[src/rtl/mm_tile_ctrl.sv]
// Tile sequencer for a systolic matrix-multiply array: walks a job of tiles through
// feed, skew drain and result store, with per-tile buffer base addresses.
module mm_tile_ctrl #(
  parameter int ADDR_WIDTH = 16,
  parameter int ARRAY_N    = 8,
  parameter int ARRAY_M    = 8,
  parameter int CNT_WIDTH  = 16
) (
  input  logic                       clk,
  input  logic                       reset,
  input  logic                       start,
  input  logic [ADDR_WIDTH-1:0]      cfg_a_base,
  input  logic [ADDR_WIDTH-1:0]      cfg_a_stride,
  input  logic [ADDR_WIDTH-1:0]      cfg_b_base,
  input  logic [ADDR_WIDTH-1:0]      cfg_b_stride,
  input  logic [CNT_WIDTH-1:0]       cfg_num_tiles,
  input  logic [CNT_WIDTH-1:0]       cfg_feed_len,
  input  logic [$clog2(ARRAY_N):0]   cfg_num_rows,
  output logic                       abuf_on,
  output logic [ADDR_WIDTH-1:0]      abuf_base_addr,
  output logic [$clog2(ARRAY_N):0]   abuf_num_rows,
  output logic                       bbuf_on,
  output logic [ADDR_WIDTH-1:0]      bbuf_base_addr,
  output logic                       acc_clear,
  output logic                       acc_store,
  output logic [CNT_WIDTH-1:0]       tile_idx,
  output logic                       busy,
  output logic                       done
);

  localparam int RW = $clog2(ARRAY_N) + 1;
  localparam logic [RW-1:0]        ROWS_MAX   = RW'(ARRAY_N);
  localparam logic [CNT_WIDTH-1:0] ONE        = CNT_WIDTH'(1);
  localparam logic [CNT_WIDTH-1:0] DRAIN_LAST = CNT_WIDTH'(ARRAY_N + ARRAY_M - 2);

  typedef enum logic [2:0] {IDLE, FEED, DRAIN, STORE, FIN} state_t;

  state_t                r_state;
  logic [ADDR_WIDTH-1:0] r_a_stride;
  logic [ADDR_WIDTH-1:0] r_b_stride;
  logic [CNT_WIDTH-1:0]  r_num_tiles;
  logic [CNT_WIDTH-1:0]  r_feed_len;
  logic [CNT_WIDTH-1:0]  r_cnt;

  logic          w_cfg_zero;
  logic [RW-1:0] w_rows_clamped;
  logic          w_feed_last;
  logic          w_drain_last;
  logic          w_tile_last;

  assign w_cfg_zero     = (cfg_num_tiles == '0) || (cfg_feed_len == '0) || (cfg_num_rows == '0);
  assign w_rows_clamped = (cfg_num_rows > ROWS_MAX) ? ROWS_MAX : cfg_num_rows;
  assign w_feed_last    = (r_cnt == r_feed_len - ONE);
  assign w_drain_last   = (r_cnt == DRAIN_LAST);
  assign w_tile_last    = (tile_idx == r_num_tiles - ONE);

  // Outputs are set on the transition into each state, so they are registered
  // and line up with the state they describe.
  always_ff @(posedge clk) begin
    if (reset) begin
      r_state        <= IDLE;
      r_a_stride     <= '0;
      r_b_stride     <= '0;
      r_num_tiles    <= '0;
      r_feed_len     <= '0;
      r_cnt          <= '0;
      abuf_on        <= 1'b0;
      bbuf_on        <= 1'b0;
      abuf_base_addr <= '0;
      bbuf_base_addr <= '0;
      abuf_num_rows  <= '0;
      acc_clear      <= 1'b0;
      acc_store      <= 1'b0;
      tile_idx       <= '0;
      busy           <= 1'b0;
      done           <= 1'b0;
    end else begin
      case (r_state)
        IDLE: begin
          if (start) begin
            r_a_stride     <= cfg_a_stride;
            r_b_stride     <= cfg_b_stride;
            r_num_tiles    <= cfg_num_tiles;
            r_feed_len     <= cfg_feed_len;
            r_cnt          <= '0;
            tile_idx       <= '0;
            abuf_base_addr <= cfg_a_base;
            bbuf_base_addr <= cfg_b_base;
            if (w_cfg_zero) begin
              r_state <= FIN;
              done    <= 1'b1;
            end else begin
              r_state       <= FEED;
              busy          <= 1'b1;
              abuf_on       <= 1'b1;
              bbuf_on       <= 1'b1;
              acc_clear     <= 1'b1;
              abuf_num_rows <= w_rows_clamped;
            end
          end
        end
        FEED: begin
          acc_clear <= 1'b0;
          if (w_feed_last) begin
            r_state <= DRAIN;
            abuf_on <= 1'b0;
            bbuf_on <= 1'b0;
            r_cnt   <= '0;
          end else begin
            r_cnt <= r_cnt + ONE;
          end
        end
        DRAIN: begin
          if (w_drain_last) begin
            r_state   <= STORE;
            acc_store <= 1'b1;
            r_cnt     <= '0;
          end else begin
            r_cnt <= r_cnt + ONE;
          end
        end
        STORE: begin
          acc_store <= 1'b0;
          if (w_tile_last) begin
            r_state       <= FIN;
            busy          <= 1'b0;
            done          <= 1'b1;
            abuf_num_rows <= '0;
          end else begin
            // Stride accumulation keeps base + idx*stride without a multiplier.
            r_state        <= FEED;
            tile_idx       <= tile_idx + ONE;
            abuf_base_addr <= abuf_base_addr + r_a_stride;
            bbuf_base_addr <= bbuf_base_addr + r_b_stride;
            abuf_on        <= 1'b1;
            bbuf_on        <= 1'b1;
            acc_clear      <= 1'b1;
          end
        end
        FIN: begin
          done    <= 1'b0;
          r_state <= IDLE;
        end
        default: r_state <= IDLE;
      endcase
    end
  end

endmodule

[config.mk]
export PLATFORM = sky130hd
export DESIGN_NAME = mm_tile_ctrl
export DESIGN_NICKNAME = d
export VERILOG_FILES = /design/src/rtl/mm_tile_ctrl.sv
export SDC_FILE = /design/constraint.sdc
export NUM_CORES = 1
export LEC_CHECK = 0
export ABC_AREA = 1
export CAP_MARGIN = 30
export CORE_MARGIN = 1
export CORE_UTILIZATION = 30
export CTS_CLUSTER_DIAMETER = 40
export CTS_CLUSTER_SIZE = 25
export DETAILED_ROUTE_END_ITERATION = 10
export GPL_ROUTABILITY_DRIVEN = 0
export PLACE_DENSITY_LB_ADDON = 0.1
export SLEW_MARGIN = 30
export SYNTH_ARGS = -nofsm -noshare
export SYNTH_HDL_FRONTEND = slang
export SYNTH_SLANG_ARGS = --single-unit
[constraint.sdc]
create_clock -name clk -period 3.74 [get_ports clk]
set_clock_uncertainty 0.2 [all_clocks]
set_input_delay 0.748 -clock clk [delete_from_list [all_inputs] [get_ports clk]]
set_output_delay 0.748 -clock clk [all_outputs]
set_load 0.005 [all_outputs]
==> flow_summary.json <==
{
  "outcome": "finished, final reports clean",
  "grt_pass1_vias": 9235,
  "via_per_inst": 4.72,
  "grt_pass1_wl_um": 48100,
  "clk_pin_slew_ns": 0.06,
  "diodes": 0,
  "routed_wl_um": 29900,
  "critPathBufInv": 2,
  "synth_fp_nets": 1612,
  "synth_enable_flop_cells": 0,
  "clock-sinks": 140,
  "die_y_um": 177,
  "fin_crit_ns": 2.89,
  "leakagePower_nw": 5.37,
  "ctsHtreeMaxLevel": 4,
  "cp_slowest_cell": "nand2_4",
  "port_buffers": 160,
  "yosys_register_bits": 140,
  "grt.total_usage_pct": 19.4,
  "rows": 63,
  "synth_area_per_cell_um2": 6.26,
  "worstPathRequired_ns": 3.86,
  "nNetsFinal": 1749,
  "startpoint_type": "flop",
  "min_path_type": "flop to flop",
  "cts-root-buf": "clkbuf_16",
  "die_x_um": 177,
  "slew_violations": 0,
  "multi_input_comb_area_mm2": 0.00561,
  "ctsHoldBuffers": 0,
  "post_cts_buffers": 0,
  "worstSetupPathType": "flop to flop",
  "ff_latch_area_mm2": 0.00280,
  "wire_per_inst_um": 14.9,
  "worstMarginPinSlew_ns": 0.690,
  "ios": 161,
  "core_region_area_mm2": 0.0300,
  "ant_nets": 0,
  "synth_area_mm2": 0.00922,
  "maxCapViolCount": 0,
  "async_reset_ff_share_pct": 0,
  "dpl.hpwl_um": 21700,
  "crit_chain": "inv_2 > ha_1 > nand3_4 > nor2_4 > nand2_1 > xor2_1 > nand3_1 > nor2_2 > nand2_2 > nand2_4 > nand2_4 > buf_4 > nand2_1 > nor2_1 > nor2_1",
  "area_delta_synth_final_pct": 27.2,
  "max_slew_margin_pct": 53.5,
  "cts_resized": 0,
  "n_fill_cell": 3232,
  "synth_cell_type_count": 41,
  "critPathMaxFanout": 34,
  "p_per_area_mw_per_mm2": 711,
  "critPathCaptureType": "flop",
  "timing.final.crit_share_pct": 77.3,
  "dieArea_mm2": 0.0314,
  "fin_total_pwr_w": 0.00834,
  "grt_max_degree": 87,
  "clk_path_buf_depth": 2,
  "tritoncts": "built",
  "critPathArrivalTime_ns": 3.01,
  "fmax_ghz": 0.346,
  "insertion_delay_ns": 0.43,
  "layout-drive-gt1-share_pct": 4.69,
  "hold_viol": 0,
  "setup_viol": 0,
  "start_util_pct": 30.8,
  "synthCells": 1472,
  "fin_util_pct": 39.2,
  "antenna_found_initial": 0,
  "drt-pass1-iter-count": 5,
  "overflow": 0,
  "path_delay_family": "simple AND/OR/NAND/NOR gates",
  "cts_buffers": 17,
  "dr.first_iter.drc_count": 477,
  "remaining_drc_errors": 0,
  "cpPeakStageDelay_ns": 0.36,
  "rsz0062_at_grt": "no",
  "yosysWarnings": 0,
  "fin_tns_setup_ns": 0,
  "ir_drop_uv": 387,
  "vias": 9504,
  "synth-main-ff-cell": "dfxtp_1",
  "yosysSeqAreaShare_pct": 30.4
}
[layout make-up]
cell class,instances,area share (%)
sequential,140,23.9
clock inverter,13,1.00
multi-input combinational,1132,47.8
timing repair buffer,172,14.6
tap,390,4.16
inverter,146,4.72
clock buffer,19,3.78
[cells in the final DEF (no fill, tap or decap), types with 2 or more instances in the layout]
cell type          n
o21bai_1           2
nand3_1           90
fa_1               2
and2_1             2
clkbuf_16         17
a21oi_1           91
nand2_1          356
and3_1             2
nand3b_1          11
ha_1              35
o21ai_0          134
o211ai_1           4
buf_4             10
nor4_1            12
buf_12             2
nand4_1           21
clkinv_4           2
nor2_2             8
nand2_4            2
clkinv_2           3
nor3_1             9
xnor2_1           17
inv_2              7
or2_2              5
inv_6              3
o21a_1             2
clkinvlp_4         5
xor2_1            45
nand2_2            2
dfxtp_1          140
nor2_4             4
a31oi_1            3
nor2_1           265
clkdlybuf4s50_1  160
a21o_1             2
inv_1            138
[path summary, 6_finish.rpt]
kind	start	slack, ns	end	cells past startpoint
worst min register to register	abuf_num_rows[3]	0.26	abuf_num_rows[3]	2
worst min-delay path	abuf_num_rows[3]	0.26	abuf_num_rows[3]	2
worst max register to register	r_num_tiles[0]	0.85	tile_idx[6]	15
worst max-delay path	r_num_tiles[0]	0.85	tile_idx[6]	15
[per-stage QoR]
stage	area (um2)	setup slack (ns)	std cells	hold slack (ns)
floorplan	9220	1.42	1472	0.248
global placement	11200	0.770	1980	0.248
detailed placement	11200	0.743	1980	0.252
CTS	11700	0.820	2012	0.261
global route	11700	0.557	2012	0.290
finish	11700	0.849	2012	0.262
[tightest hold or removal path: stages, from the launching register on]
cell and delay, ns:
dfxtp_1 0.31, nand2_1 0.06, a21oi_1 0.05
[cells by family after synthesis]
family	share of synthesized area, %
adders and majority gates	5.19
DFF	30.4
AOI/OAI and AO/OA	13.5
xor gates and xnor gates	5.89
buffers and inverters	8.86
and+or+nand+nor	36.1
[state kept, by name (all words and copies together) (netlist names), 3 cells and up]
signal and cells:
r_num_tiles 16, r_b_stride 16, abuf_num_rows 4, r_a_stride 16, r_state 3, r_feed_len 16
bbuf_base_addr 16, abuf_base_addr 16, r_cnt 16, tile_idx 16
[synthesized netlist by cell type, types with 7 or more instances]
| master | count | area (um2) |
|---|---|---|
| nand3_1 | 90 | 450 |
| nor2_1 | 267 | 1000 |
| nand4_1 | 21 | 131 |
| o21ai_0 | 134 | 671 |
| a21oi_1 | 91 | 455 |
| inv_1 | 140 | 526 |
| xnor2_1 | 17 | 149 |
| xor2_1 | 45 | 394 |
| dfxtp_1 | 140 | 2800 |
| nor3_1 | 9 | 45.0 |
| nor4_1 | 12 | 75.1 |
| nand3b_1 | 11 | 82.6 |
| nor2_2 | 7 | 43.8 |
| ha_1 | 35 | 438 |
| clkbuf_1 | 38 | 143 |
| nand2_1 | 356 | 1340 |
[layer usage]
metal / track usage (%) / wire (um)
met5: 0 / 0
met4: 5.59 / 552
met1: 25.3 / 14600
met3: 3.07 / 969
met2: 32.6 / 13800
[report_power, final]
| part | leakage, nW | internal (W) | total (W) | switching (W) |
|---|---|---|---|---|
| Clock | 0.262 | 0.000934 | 0.00165 | 0.000714 |
| Combinational | 3.96 | 0.00163 | 0.00436 | 0.00274 |
| Sequential | 1.15 | 0.00194 | 0.00233 | 0.000391 |
No activity file was read; power rests on OpenSTA's default activity.
